### config.mk
export PLATFORM = sky130hd
export DESIGN_NAME = mem_arbiter_flat
export DESIGN_NICKNAME = d
export VERILOG_FILES = /design/src/rtl/mem_arbiter_if.sv /design/src/rtl/mem_arbiter.sv /design/src/flat_wrapper.sv
export SDC_FILE = /design/constraint.sdc
export NUM_CORES = 1
export LEC_CHECK = 0
export ABC_AREA = 0
export CAP_MARGIN = 30
export CELL_PAD_IN_SITES_DETAIL_PLACEMENT = 0
export CELL_PAD_IN_SITES_GLOBAL_PLACEMENT = 2
export CORE_UTILIZATION = 19
export DETAILED_ROUTE_END_ITERATION = 12
export PLACE_DENSITY_LB_ADDON = 0.1
export SYNTH_ARGS = -nofsm -noshare
export SYNTH_HDL_FRONTEND = slang
export SYNTH_SLANG_ARGS = --single-unit
### constraint.sdc
create_clock -name clk -period 1.9 [get_ports clk]
set_clock_uncertainty 0.2 [all_clocks]
set_input_delay 0.19 -clock clk [delete_from_list [all_inputs] [get_ports clk]]
set_output_delay 0.19 -clock clk [all_outputs]
set_load 0.1 [all_outputs]
### src/rtl/mem_arbiter_if.sv
// Bundle of signals shared by the arbiter, the two requesters and the memory port.
// slave is the arbiter's view; master is the requester/memory side (testbench).
interface mem_arbiter_if #(
  parameter int ADDR_W = 16,
  parameter int DATA_W = 16
);
  // Instruction-fetch requester
  logic              if_req;
  logic [ADDR_W-1:0] if_addr;
  logic              if_gnt;
  logic              if_valid;
  logic [DATA_W-1:0] if_rdata;
  // Data requester (lda/str)
  logic              d_req;
  logic              d_we;
  logic [ADDR_W-1:0] d_addr;
  logic [DATA_W-1:0] d_wdata;
  logic              d_gnt;
  logic              d_valid;
  logic [DATA_W-1:0] d_rdata;
  // Memory port
  logic [ADDR_W-1:0] mem_addr;
  logic              mem_we;
  logic [DATA_W-1:0] mem_wdata;
  logic [DATA_W-1:0] mem_rdata;
  // Status
  logic              busy;

  modport slave (
    input  if_req, if_addr, d_req, d_we, d_addr, d_wdata, mem_rdata,
    output if_gnt, if_valid, if_rdata, d_gnt, d_valid, d_rdata,
           mem_addr, mem_we, mem_wdata, busy
  );

  modport master (
    output if_req, if_addr, d_req, d_we, d_addr, d_wdata, mem_rdata,
    input  if_gnt, if_valid, if_rdata, d_gnt, d_valid, d_rdata,
           mem_addr, mem_we, mem_wdata, busy
  );
endinterface

### src/rtl/mem_arbiter.sv
// Two-requester arbiter for a single fixed-latency synchronous memory port.
// Data accesses win, except that fetch is forced through after MAX_WAIT
// consecutive losses. One access is in flight at a time:
// IDLE -> ACCESS -> (WAIT x MEM_LAT-1) -> RESP -> IDLE.
module mem_arbiter #(
  parameter int ADDR_W   = 16,
  parameter int DATA_W   = 16,
  parameter int MEM_LAT  = 1,
  parameter int MAX_WAIT = 4
) (
  input logic         clk,
  input logic         reset,
  mem_arbiter_if.slave bus
);

  localparam int SW       = $clog2(MAX_WAIT + 1);
  localparam int LAT_W    = (MEM_LAT > 2) ? $clog2(MEM_LAT - 1) : 1;
  localparam int LAT_LOAD = (MEM_LAT > 1) ? (MEM_LAT - 2) : 0;

  typedef enum logic [1:0] {IDLE, ACCESS, WAIT, RESP} state_t;

  state_t            state_reg;
  logic              owner_reg;      // 1 = data path owns the access, 0 = fetch
  logic [SW-1:0]     starve_cnt_reg;
  logic [LAT_W-1:0]  lat_cnt_reg;
  logic              if_gnt_reg;
  logic              d_gnt_reg;
  logic              if_valid_reg;
  logic              d_valid_reg;
  logic              mem_we_reg;
  logic [ADDR_W-1:0] mem_addr_reg;
  logic [DATA_W-1:0] mem_wdata_reg;
  logic              busy_reg;
  logic              pick_fetch;

  // Fetch wins when data is absent, or when fetch has already lost MAX_WAIT times in a row.
  assign pick_fetch = bus.if_req && (!bus.d_req || (starve_cnt_reg == SW'(MAX_WAIT)));

  // Arbitration FSM with registered handshake and memory-port outputs.
  always_ff @(posedge clk) begin
    if (reset) begin
      state_reg      <= IDLE;
      owner_reg      <= 1'b0;
      starve_cnt_reg <= '0;
      lat_cnt_reg    <= '0;
      if_gnt_reg     <= 1'b0;
      d_gnt_reg      <= 1'b0;
      if_valid_reg   <= 1'b0;
      d_valid_reg    <= 1'b0;
      mem_we_reg     <= 1'b0;
      mem_addr_reg   <= '0;
      mem_wdata_reg  <= '0;
      busy_reg       <= 1'b0;
    end else begin
      // Grants, valids and the write strobe are single-cycle pulses.
      if_gnt_reg   <= 1'b0;
      d_gnt_reg    <= 1'b0;
      if_valid_reg <= 1'b0;
      d_valid_reg  <= 1'b0;
      mem_we_reg   <= 1'b0;
      case (state_reg)
        IDLE: begin
          if (bus.if_req || bus.d_req) begin
            state_reg <= ACCESS;
            busy_reg  <= 1'b1;
            if (pick_fetch) begin
              owner_reg      <= 1'b0;
              if_gnt_reg     <= 1'b1;
              mem_addr_reg   <= bus.if_addr;
              mem_wdata_reg  <= '0;
              starve_cnt_reg <= '0;
            end else begin
              owner_reg     <= 1'b1;
              d_gnt_reg     <= 1'b1;
              mem_addr_reg  <= bus.d_addr;
              mem_wdata_reg <= bus.d_wdata;
              mem_we_reg    <= bus.d_we;
              if (bus.if_req && (starve_cnt_reg != SW'(MAX_WAIT))) begin
                starve_cnt_reg <= starve_cnt_reg + 1'b1;
              end
            end
          end
        end
        ACCESS: begin
          if (MEM_LAT > 1) begin
            state_reg   <= WAIT;
            lat_cnt_reg <= LAT_W'(LAT_LOAD);
          end else begin
            state_reg    <= RESP;
            if_valid_reg <= !owner_reg;
            d_valid_reg  <= owner_reg;
          end
        end
        WAIT: begin
          if (lat_cnt_reg == '0) begin
            state_reg    <= RESP;
            if_valid_reg <= !owner_reg;
            d_valid_reg  <= owner_reg;
          end else begin
            lat_cnt_reg <= lat_cnt_reg - 1'b1;
          end
        end
        RESP: begin
          state_reg <= IDLE;
          busy_reg  <= 1'b0;
        end
        default: begin
          state_reg <= IDLE;
          busy_reg  <= 1'b0;
        end
      endcase
    end
  end

  assign bus.if_gnt    = if_gnt_reg;
  assign bus.d_gnt     = d_gnt_reg;
  assign bus.if_valid  = if_valid_reg;
  assign bus.d_valid   = d_valid_reg;
  assign bus.mem_we    = mem_we_reg;
  assign bus.mem_addr  = mem_addr_reg;
  assign bus.mem_wdata = mem_wdata_reg;
  assign bus.busy      = busy_reg;
  // Read data passes straight through; only meaningful alongside the matching valid.
  assign bus.if_rdata  = bus.mem_rdata;
  assign bus.d_rdata   = bus.mem_rdata;

endmodule

### src/flat_wrapper.sv
// flat-port wrapper written by rule: the top's interface ports become plain ports
module mem_arbiter_flat 
#(
  parameter int ADDR_W   = 16,
  parameter int DATA_W   = 16,
  parameter int MEM_LAT  = 1,
  parameter int MAX_WAIT = 4
)
  (clk, reset, bus_if_req, bus_if_addr, bus_d_req, bus_d_we, bus_d_addr, bus_d_wdata, bus_mem_rdata, bus_if_gnt, bus_if_valid, bus_if_rdata, bus_d_gnt, bus_d_valid, bus_d_rdata, bus_mem_addr, bus_mem_we, bus_mem_wdata, bus_busy);
  mem_arbiter_if #(.ADDR_W(ADDR_W), .DATA_W(DATA_W)) bus_i ();
  input logic clk;
  input logic reset;
  input wire logic [$bits(bus_i.if_req)-1:0] bus_if_req;
  input wire logic [$bits(bus_i.if_addr)-1:0] bus_if_addr;
  input wire logic [$bits(bus_i.d_req)-1:0] bus_d_req;
  input wire logic [$bits(bus_i.d_we)-1:0] bus_d_we;
  input wire logic [$bits(bus_i.d_addr)-1:0] bus_d_addr;
  input wire logic [$bits(bus_i.d_wdata)-1:0] bus_d_wdata;
  input wire logic [$bits(bus_i.mem_rdata)-1:0] bus_mem_rdata;
  output wire logic [$bits(bus_i.if_gnt)-1:0] bus_if_gnt;
  output wire logic [$bits(bus_i.if_valid)-1:0] bus_if_valid;
  output wire logic [$bits(bus_i.if_rdata)-1:0] bus_if_rdata;
  output wire logic [$bits(bus_i.d_gnt)-1:0] bus_d_gnt;
  output wire logic [$bits(bus_i.d_valid)-1:0] bus_d_valid;
  output wire logic [$bits(bus_i.d_rdata)-1:0] bus_d_rdata;
  output wire logic [$bits(bus_i.mem_addr)-1:0] bus_mem_addr;
  output wire logic [$bits(bus_i.mem_we)-1:0] bus_mem_we;
  output wire logic [$bits(bus_i.mem_wdata)-1:0] bus_mem_wdata;
  output wire logic [$bits(bus_i.busy)-1:0] bus_busy;
  assign bus_i.if_req = bus_if_req;
  assign bus_i.if_addr = bus_if_addr;
  assign bus_i.d_req = bus_d_req;
  assign bus_i.d_we = bus_d_we;
  assign bus_i.d_addr = bus_d_addr;
  assign bus_i.d_wdata = bus_d_wdata;
  assign bus_i.mem_rdata = bus_mem_rdata;
  assign bus_if_gnt = bus_i.if_gnt;
  assign bus_if_valid = bus_i.if_valid;
  assign bus_if_rdata = bus_i.if_rdata;
  assign bus_d_gnt = bus_i.d_gnt;
  assign bus_d_valid = bus_i.d_valid;
  assign bus_d_rdata = bus_i.d_rdata;
  assign bus_mem_addr = bus_i.mem_addr;
  assign bus_mem_we = bus_i.mem_we;
  assign bus_mem_wdata = bus_i.mem_wdata;
  assign bus_busy = bus_i.busy;
  mem_arbiter #(.ADDR_W(ADDR_W), .DATA_W(DATA_W), .MEM_LAT(MEM_LAT), .MAX_WAIT(MAX_WAIT)) u_core (.clk(clk), .reset(reset), .bus(bus_i));
endmodule
==> run_results.csv <==
group,metric,value,unit
synthesis,yosysTopAreaCellShare,43.3,%
synthesis,synth_xor_xnor_area_share,0,%
route,wl_per_cell,14.6,um
critical_path,endpoint_kind,"flop",
final_layout,area_growth,47.6,%
placement,dp_hpwl,4100,um
power_and_ir_drop,power.share.sequential,35.5,%
floorplanning,start_util,19.6,%
critical_path,r2r_cells,5,
sta,max-slew-margin-rel,58.3,%
sta,setup_violations,0,
final_layout,nNetsFinal,363,
power_and_ir_drop,p_clk_share,24.2,%
sta,drv_slew,0,
critical_path,critPathMaxFanout,4,
critical_path,worstPathRequired,1.93,ns
global_routing,grt_pass1_vias,1864,
synthesis,ys_ff_latch,44,
global_routing,gr-total-overflow,0,
critical_path,arrival,1.78,ns
route,firstDrtPassIters,4,
power_and_ir_drop,ir_drop,0.310,mV
synthesis,syn-num-nets,295,
cts,cts_hold_buffers,0,
synthesis,synthFlopType,"dfxtp_1",
global_routing,grt_max_degree,20,
final_layout,antennaDiodeCount,0,
critical_path,worstSetupStartpointType,"flop",
synthesis,synth_seq_area_share,43.3,%
synthesis,synth_common_cells,"dfxtp_1, buf_4, o21ai_0",
cts,cts_setup_buffers,0,
critical_path,crit_type,"reg2reg",
power_and_ir_drop,switching_share,41.1,%
synthesis,synth_simple_gate_area_share,4.74,%
route,vias,1746,
synthesis,syn_area,0.00203,mm2
power_and_ir_drop,p_int,0.00177,W
synthesis,async_flop_share,0,%
worst_hold_path,min_path_cells,0,
power_and_ir_drop,p_leak,1.22,nW
route,wl,6190,um
final_layout,final_area,0.00300,mm2
sta,post-route-min-period,1.75,ns
cts,cts.sinks,44,
cts,clock-root-buffer,"clkbuf_8",
synthesis,synth_fa_ha_area_share,4.31,%
route,postRouteAntennaNets,0,
synthesis,synth_cell_types,29,
critical_path,path_buf_inv,1,
synthesis,synth_top_cell_by_area,"dfxtp_1",
synthesis,synth_top_family_by_area,"compound AO/OA/AOI/OAI gates",
synthesis,synth_mux_area_share,0.492,%
synthesis,synth-compound-area-share,29.6,%
global_routing,antenna_found_initial,0,
power_and_ir_drop,power_density,1000,mW/mm2
route,avgViaCountPerCell,4.12,
placement,routabilityCongestion,0.659,
route,dr.first_iter.drc_count,71,
critical_path,cp_num_cells,5,
power_and_ir_drop,pwr-share-comb,40.3,%
critical_path,max_stage_delay,0.39,ns
synthesis,syn_inst,219,
cts,cts_buffers,5,
outcome,status,"completed",
cts,cts_tree,"yes",
synthesis,yosysWarningCount,0,
floorplanning,dieWidth,105,um
worst_hold_path,hold_path_class,"in2out",
synthesis,avgSynthCellArea,9.29,um2
global_routing,grt_pass1_wl,9890,um
floorplanning,die_y,105,um
run,max_cap_viol_count,0,
power_and_ir_drop,p_sw,0.00124,W
synthesis,synthTopCellsByArea,"dfxtp_1, buf_4, o21ai_0, a22o_1, a21oi_1",
placement,placed_area,0.00289,mm2
placement,portBuffers,90,
cts,path_clk_slew,0.09,ns
critical_path,critPathTopFamily,"compound AO/OA/AOI/OAI gates",
route,drc_errors,0,
floorplanning,rows,37,
sta,period_share,92.2,%
cts,htreeDepth,2,
sta,final_hold_viol_count,0,
critical_path,slowest_stage,"dfxtp_1",
sta,rsz0062_at_grt,"false",
synthesis,synth.most_common_cell,"dfxtp_1",
sta,tightest_slew,0.625,ns
synthesis,synth-edff-count,0,
floorplanning,boundaryPins,139,
cts,clockBufferDepth,2,
final_layout,utilization,29.0,%
critical_path,path_cells,"inv_1 -> ha_1 -> a21bo_2 -> or3_1 -> a21oi_1",
floorplanning,core,0.0104,mm2
sta,max_freq,571,MHz
final_layout,drive_above_1_share,23.3,%
cts,clk_latency,0.29,ns
floorplanning,dieArea,0.0111,mm2
global_routing,grt_use_total,11.5,%
power_and_ir_drop,power,0.00301,W
-- cell type report --
type	instances	area [um2]
clock buffer	6	72.6
inverter	8	30.0
fill	1136	7370
clock inverter	2	35.0
sequential	44	881
multi-input combinational	122	801
timing repair buffer	106	1010
tap	136	170
-- metal layers --
layer  up-vias  routed length, um  track usage, %
met5         -                  0               0
met4         0                 39            3.72
met3         2                460            4.08
met2        67               2800            18.8
met1       793               2890            14.0
li1        884                  -               -
-- power groups by stage --
stage / combinational [W] / sequential, W / clock, W
5_1_grt: 0.00128 / 0.00108 / 0.000806
3_5_place_dp: 0.00122 / 0.00109 / 0
2_1_floorplan: 0.000556 / 0.00167 / 0
4_1_cts: 0.00122 / 0.00107 / 0.000778
3_3_place_gp: 0.00122 / 0.00109 / 0
6_report: 0.00121 / 0.00107 / 0.000728
-- placed cells by master, fill, tap and decap left out, types with 2 or more instances in the layout --
cell / n
o211ai_1: 2
o21ai_0: 34
buf_4: 47
a21oi_1: 21
or3_1: 2
inv_1: 8
a31oi_1: 16
dfxtp_1: 44
clkdlybuf4s50_1: 52
nand2_1: 7
buf_12: 7
ha_1: 7
a22o_1: 15
nor2_1: 3
nor3b_1: 2
clkbuf_8: 5
-- per-stage QoR --
stage	TNS, ns	cells	hold slack (ns)	worst slack (ns)
after floorplan	0	219	0.112	0.208
after global placement	-0.633	416	0.181	-0.0517
after detailed placement	-0.954	416	0.181	-0.0475
after CTS	0	424	0.181	0.0823
after global routing	0	424	0.180	0.0580
final	0	424	0.180	0.148
-- cells by family after synthesis --
| kind of cell | Yosys count |
|---|---|
| muxes | 1 |
| adders and majority gates | 7 |
| buffers and inverters | 53 |
| AOI/OAI and AO/OA | 95 |
| and+or+nand+nor | 19 |
| DFF | 44 |
-- final timing paths --
kind	start	end	slack [ns]
setup / recovery	u_core.starve_cnt_reg[0]	u_core.starve_cnt_reg[0]	0.15
hold / removal	bus_mem_rdata[15]	bus_if_rdata[15]	0.18
setup reg to reg	u_core.starve_cnt_reg[0]	u_core.starve_cnt_reg[0]	0.15
hold reg to reg	u_core.owner_reg	u_core.bus.d_valid	0.26
-- timing repair --
item	CTS	global route
resized for setup	0	1
endpoints found under the hold margin	0	0
setup endpoints to repair	0	15
No activity file was read; power rests on OpenSTA's default activity.
